`config.mk`:
```
export PLATFORM = sky130hd
export DESIGN_NAME = m_btn_reader
export DESIGN_NICKNAME = d
export VERILOG_FILES = /design/src/rtl/m_btn_reader_pkg.sv /design/src/rtl/m_sync2.sv /design/src/rtl/m_btn_reader.sv
export SDC_FILE = /design/constraint.sdc
export NUM_CORES = 1
export LEC_CHECK = 0
export ABC_AREA = 1
export CAP_MARGIN = 30
export CORE_ASPECT_RATIO = 1.2
export CORE_MARGIN = 3
export CORE_UTILIZATION = 62
export CTS_CLUSTER_SIZE = 16
export DETAILED_ROUTE_END_ITERATION = 8
export PLACE_DENSITY = 0.87
export SLEW_MARGIN = 20
export SYNTH_ARGS = -nofsm -noshare
export SYNTH_HDL_FRONTEND = slang
export SYNTH_SLANG_ARGS = --single-unit
export TNS_END_PERCENT = 10
```
`constraint.sdc`:
```
create_clock -name w_clk -period 4.5 [get_ports w_clk]
set_input_delay 0.675 -clock w_clk [delete_from_list [all_inputs] [get_ports w_clk]]
set_output_delay 0.675 -clock w_clk [all_outputs]
set_load 0.05 [all_outputs]
```
`src/rtl/m_btn_reader_pkg.sv`:
```
// Shared definitions for the push-button reader: FSM encodings, board-clock
// default timing constants and a counter-width helper.
package m_btn_reader_pkg;

  typedef enum logic [1:0] {
    BTN_IDLE         = 2'd0,
    BTN_PRESS_WAIT   = 2'd1,
    BTN_HELD         = 2'd2,
    BTN_RELEASE_WAIT = 2'd3
  } btn_state_e;

  // 10 ms debounce and 1 s long-press at the 100 MHz clk_wiz output.
  localparam int BTN_DEBOUNCE_CYCLES_DEF = 1000000;
  localparam int BTN_LONG_CYCLES_DEF     = 100000000;

  // Width able to hold 0..n, never less than one bit.
  function automatic int btn_cnt_w(input int n);
    int w;
    w = $clog2(n + 1);
    return (w < 1) ? 1 : w;
  endfunction

endpackage

```
`src/rtl/m_sync2.sv`:
```
// Generic two-flop synchronizer for a single asynchronous input bit.
module m_sync2 (
  input  logic w_clk,
  input  logic w_rst_n,
  input  logic w_d,
  output logic w_q
);

  logic meta_q;
  logic sync_q;

  always_ff @(posedge w_clk or negedge w_rst_n) begin
    if (!w_rst_n) begin
      meta_q <= 1'b0;
      sync_q <= 1'b0;
    end else begin
      meta_q <= w_d;
      sync_q <= meta_q;
    end
  end

  assign w_q = sync_q;

endmodule

```
`src/rtl/m_btn_reader.sv`:
```
// Push-button reader: synchronize, debounce, press/release pulses and a
// wrapping press counter. Long-press pulse enabled by BTN_LONGPRESS_EN.
module m_btn_reader
  import m_btn_reader_pkg::*;
#(
  parameter int DEBOUNCE_CYCLES = BTN_DEBOUNCE_CYCLES_DEF,
  parameter int CNT_W           = 8,
  parameter int LONG_CYCLES     = BTN_LONG_CYCLES_DEF
) (
  input  logic             w_clk,
  input  logic             w_rst_n,
  input  logic             w_btn,
  output logic             w_level,
  output logic             w_press,
  output logic             w_release,
  output logic [CNT_W-1:0] w_count,
  output logic             w_long
);

  localparam int            CW      = btn_cnt_w(DEBOUNCE_CYCLES);
  localparam logic [CW-1:0] DB_LAST = CW'(DEBOUNCE_CYCLES - 1);

  if (DEBOUNCE_CYCLES < 1 || LONG_CYCLES < 1) begin : g_param_check
    $error("m_btn_reader: DEBOUNCE_CYCLES and LONG_CYCLES must be >= 1");
  end

  logic             s_btn;
  btn_state_e       state_q;
  logic [CW-1:0]    cnt_q;
  logic             level_q;
  logic             press_q;
  logic             release_q;
  logic [CNT_W-1:0] count_q;
  logic             press_accept;
  logic             release_accept;

  m_sync2 u_sync (
    .w_clk   (w_clk),
    .w_rst_n (w_rst_n),
    .w_d     (w_btn),
    .w_q     (s_btn)
  );

  assign press_accept   = (state_q == BTN_PRESS_WAIT)   &&  s_btn && (cnt_q == DB_LAST);
  assign release_accept = (state_q == BTN_RELEASE_WAIT) && !s_btn && (cnt_q == DB_LAST);

  // The stability counter only runs in the two WAIT states and is zeroed on
  // every transition, so IDLE and HELD always hold it at 0.
  always_ff @(posedge w_clk or negedge w_rst_n) begin
    if (!w_rst_n) begin
      state_q   <= BTN_IDLE;
      cnt_q     <= '0;
      level_q   <= 1'b0;
      press_q   <= 1'b0;
      release_q <= 1'b0;
      count_q   <= '0;
    end else begin
      press_q   <= 1'b0;
      release_q <= 1'b0;
      case (state_q)
        BTN_IDLE: begin
          if (s_btn) begin
            state_q <= BTN_PRESS_WAIT;
            cnt_q   <= '0;
          end
        end
        BTN_PRESS_WAIT: begin
          if (!s_btn) begin
            state_q <= BTN_IDLE;
            cnt_q   <= '0;
          end else if (press_accept) begin
            state_q <= BTN_HELD;
            cnt_q   <= '0;
            level_q <= 1'b1;
            press_q <= 1'b1;
            count_q <= count_q + 1'b1;
          end else begin
            cnt_q <= cnt_q + 1'b1;
          end
        end
        BTN_HELD: begin
          if (!s_btn) begin
            state_q <= BTN_RELEASE_WAIT;
            cnt_q   <= '0;
          end
        end
        BTN_RELEASE_WAIT: begin
          if (s_btn) begin
            state_q <= BTN_HELD;
            cnt_q   <= '0;
          end else if (release_accept) begin
            state_q   <= BTN_IDLE;
            cnt_q     <= '0;
            level_q   <= 1'b0;
            release_q <= 1'b1;
          end else begin
            cnt_q <= cnt_q + 1'b1;
          end
        end
        default: begin
          state_q <= BTN_IDLE;
          cnt_q   <= '0;
        end
      endcase
    end
  end

`ifdef BTN_LONGPRESS_EN
  localparam int            LW        = btn_cnt_w(LONG_CYCLES);
  localparam logic [LW-1:0] LONG_LAST = LW'(LONG_CYCLES - 1);
  localparam logic [LW-1:0] LONG_SAT  = LW'(LONG_CYCLES);

  logic [LW-1:0] long_cnt_q;
  logic          long_q;

  // Parking at LONG_SAT after firing keeps the pulse to one per hold; a
  // glitch back into HELD does not clear it, only a fresh accepted press does.
  always_ff @(posedge w_clk or negedge w_rst_n) begin
    if (!w_rst_n) begin
      long_cnt_q <= '0;
      long_q     <= 1'b0;
    end else begin
      long_q <= 1'b0;
      if (press_accept) begin
        long_cnt_q <= '0;
      end else if (state_q == BTN_HELD) begin
        if (long_cnt_q == LONG_LAST) begin
          long_q     <= 1'b1;
          long_cnt_q <= LONG_SAT;
        end else if (long_cnt_q != LONG_SAT) begin
          long_cnt_q <= long_cnt_q + 1'b1;
        end
      end
    end
  end

  assign w_long = long_q;
`else
  assign w_long = 1'b0;
`endif

  assign w_level   = level_q;
  assign w_press   = press_q;
  assign w_release = release_q;
  assign w_count   = count_q;

endmodule

```
==> impl_metrics.ini <==
[outcome]
status = finished clean

[layout]
final_util = 0.739
antenna_cells = 0
fin_area_sq_um = 2320
final_cell_mix = nand2_1, dfrtp_1, nor2_1, inv_1, nand3_1
nNetsFinal = 308
final_common_cell = nand2_1
syn2layout_area_growth_pct = 12.1
drive_above_1_share = 0.0724

[synthesis]
synth_ff_type = dfrtp_1
synth_cell_types = 29
synthCells = 287
synth-edff-count = 0
async_reset_ff_frac = 1.00
syn_nets = 292
yosysWarningCount = 0
yosysSeqAreaShare = 0.423
ys_ff_latch = 35
syn_area_sq_um = 2070
avgSynthCellArea_sq_um = 7.21

[worst_hold_path]
hold_class = reg -> reg

[place]
place_area_sq_um = 2220
port_buffers = 13
dp_slack_ns = 2.59
place.gp.congestion = 0.874
hpwlAfterDp_um = 3220

[sta]
fmax_mhz = 437
tightest_slew_ns = 0.554
finalSetupViolCount = 0
rsz0062_at_grt = false
fin_crit_sh = 0.508
final.setup.tns_ns = 0
maxSlewViolCount = 0
slew_headroom = 0.628
hold_viol = 0
fin_ws_ns = 2.21
whs_ns = 0.378
finalClockSkew_ns = 0.00813
period_needed_ns = 2.29

[floorplan]
num_io_pins = 15
core_area_sq_um = 3140
initial_core_util = 0.659
rows = 22
die_y_um = 69.3
dieArea_sq_um = 4070
die-width_um = 58.7

[power_and_ir_drop]
max-vdd-ir-drop_mv = 0.289
power_leakage_nw = 1.03
powerDensity_nw_per_um2 = 329

[worst_setup_path]
crit_buf_inv = 1
end_kind = output port
crit_arrival_ns = 1.61
r2r_setup_slack_ns = 2.73
critPathRequiredTime_ns = 3.83
max_stage_delay_ns = 0.83
cp-start-kind = flip-flop
crit_family = buffers and inverters
crit_fanout = 6
crit_chain = clkdlybuf4s50_1
critPathSlowestCell = clkdlybuf4s50_1
critPathKind = reg -> out

[route]
via_count = 1839
antenna_left = 0
wl_per_cell_um = 12.9
dr.pass1.iters = 4
viasPerCell = 5.41
drc_errors = 0
wirelength_um = 4400
first_iter_violations = 109

[clock_tree]
cts_resized = 0
cts_setup_buffers = 0
cts_buffers = 5
cts.sinks = 35
cts_tree = done
cts.reportedPaths.clkPinSlew_ns = 0.11
clk_latency_ns = 0.33
cts-root-buf = clkbuf_4
cts.htree.levels = 2
cts_hold_buf = 0
cts_buffer_depth = 2

[global_routing]
antenna_found_initial = 0
grt_max_degree = 36
grt_first_pass_wirelength_um = 7600
grt_overflow_total = 0
grt_pass1_vias = 1657
grt_usage = 0.240

[run]
max_cap_violations = 0
## synth_stat cells, drive strengths merged (4+ instances only)
master / n / area [sq um]
nand3: 25 / 130
inv: 29 / 109
o21ai: 16 / 80.1
buf: 5 / 33.8
xor2: 6 / 52.6
xnor2: 6 / 52.6
dfrtp: 35 / 876
nand4: 5 / 37.5
nor2: 40 / 175
nand2: 104 / 408
o22ai: 4 / 25.0
## power by group
group          internal [mW]  switching [mW]
clock network          0.173           0.102
logic                 0.0337           0.101
registers              0.333          0.0208
## layout make-up
cell class / instances / area [sq um]
multi-input cells: 218 / 1050
flip-flops and latches: 35 / 876
fillers: 267 / 820
repair buffers: 14 / 138
inverters: 29 / 109
clock inverters: 2 / 60.1
well taps: 36 / 45.0
clock buffers: 6 / 41.3
## per-layer routing
metal	vias to the layer above	part of all wire	global-route usage
li1	940	-	-
met1	832	0.43	0.336
met2	61	0.49	0.357
met3	6	0.064	0.0540
met4	0	0.017	0.0957
met5	-	0	0
## path summary, 6_finish.rpt
kind / from / cells past startpoint / to
max: w_count[2]$_DFFE_PN0P_ / 1 / w_count[2]
min: u_sync.meta_q$_DFF_PN0_ / 0 / u_sync.w_q$_DFF_PN0_
max reg2reg: cnt_q[0]$_DFFE_PN0P_ / 10 / flip-flop
min reg2reg: u_sync.meta_q$_DFF_PN0_ / 0 / u_sync.w_q$_DFF_PN0_
max in group asynchronous: w_rst_n / 2 / w_level$_DFFE_PN0P_
min in group asynchronous: w_rst_n / 2 / cnt_q[6]$_DFFE_PN0P_
## registers in the layout, summed over array words and instances, names as in the netlist, named ones only
| register | cells |
|---|---|
| state_q | 1 |
| w_press | 1 |
| w_level | 1 |
| u_sync.w_q | 1 |
| w_release | 1 |
| w_count | 8 |
| cnt_q | 20 |
| u_sync.meta_q | 1 |
## cell families (layout without fill, tap and decap cells)
family / after synthesis / after routing / synth area share
and+or+nand+nor: 179 / 179 / 0.377
other: 1 / 1 / 0.00181
xor gates and xnor gates: 12 / 12 / 0.0508
AOI/OAI and AO/OA: 24 / 24 / 0.0659
adders and majority gates: 2 / 2 / 0.0121
buffers and inverters: 34 / 51 / 0.0690
DFF: 35 / 35 / 0.423
## stage by stage
step	cells	power, mW
final	340	0.764
after global routing	340	0.802
after CTS	340	0.772
after detailed placement	332	0.494
after global placement	332	0.487
after floorplan	287	0.459
Note: power is estimated with default switching activity, not from simulation.
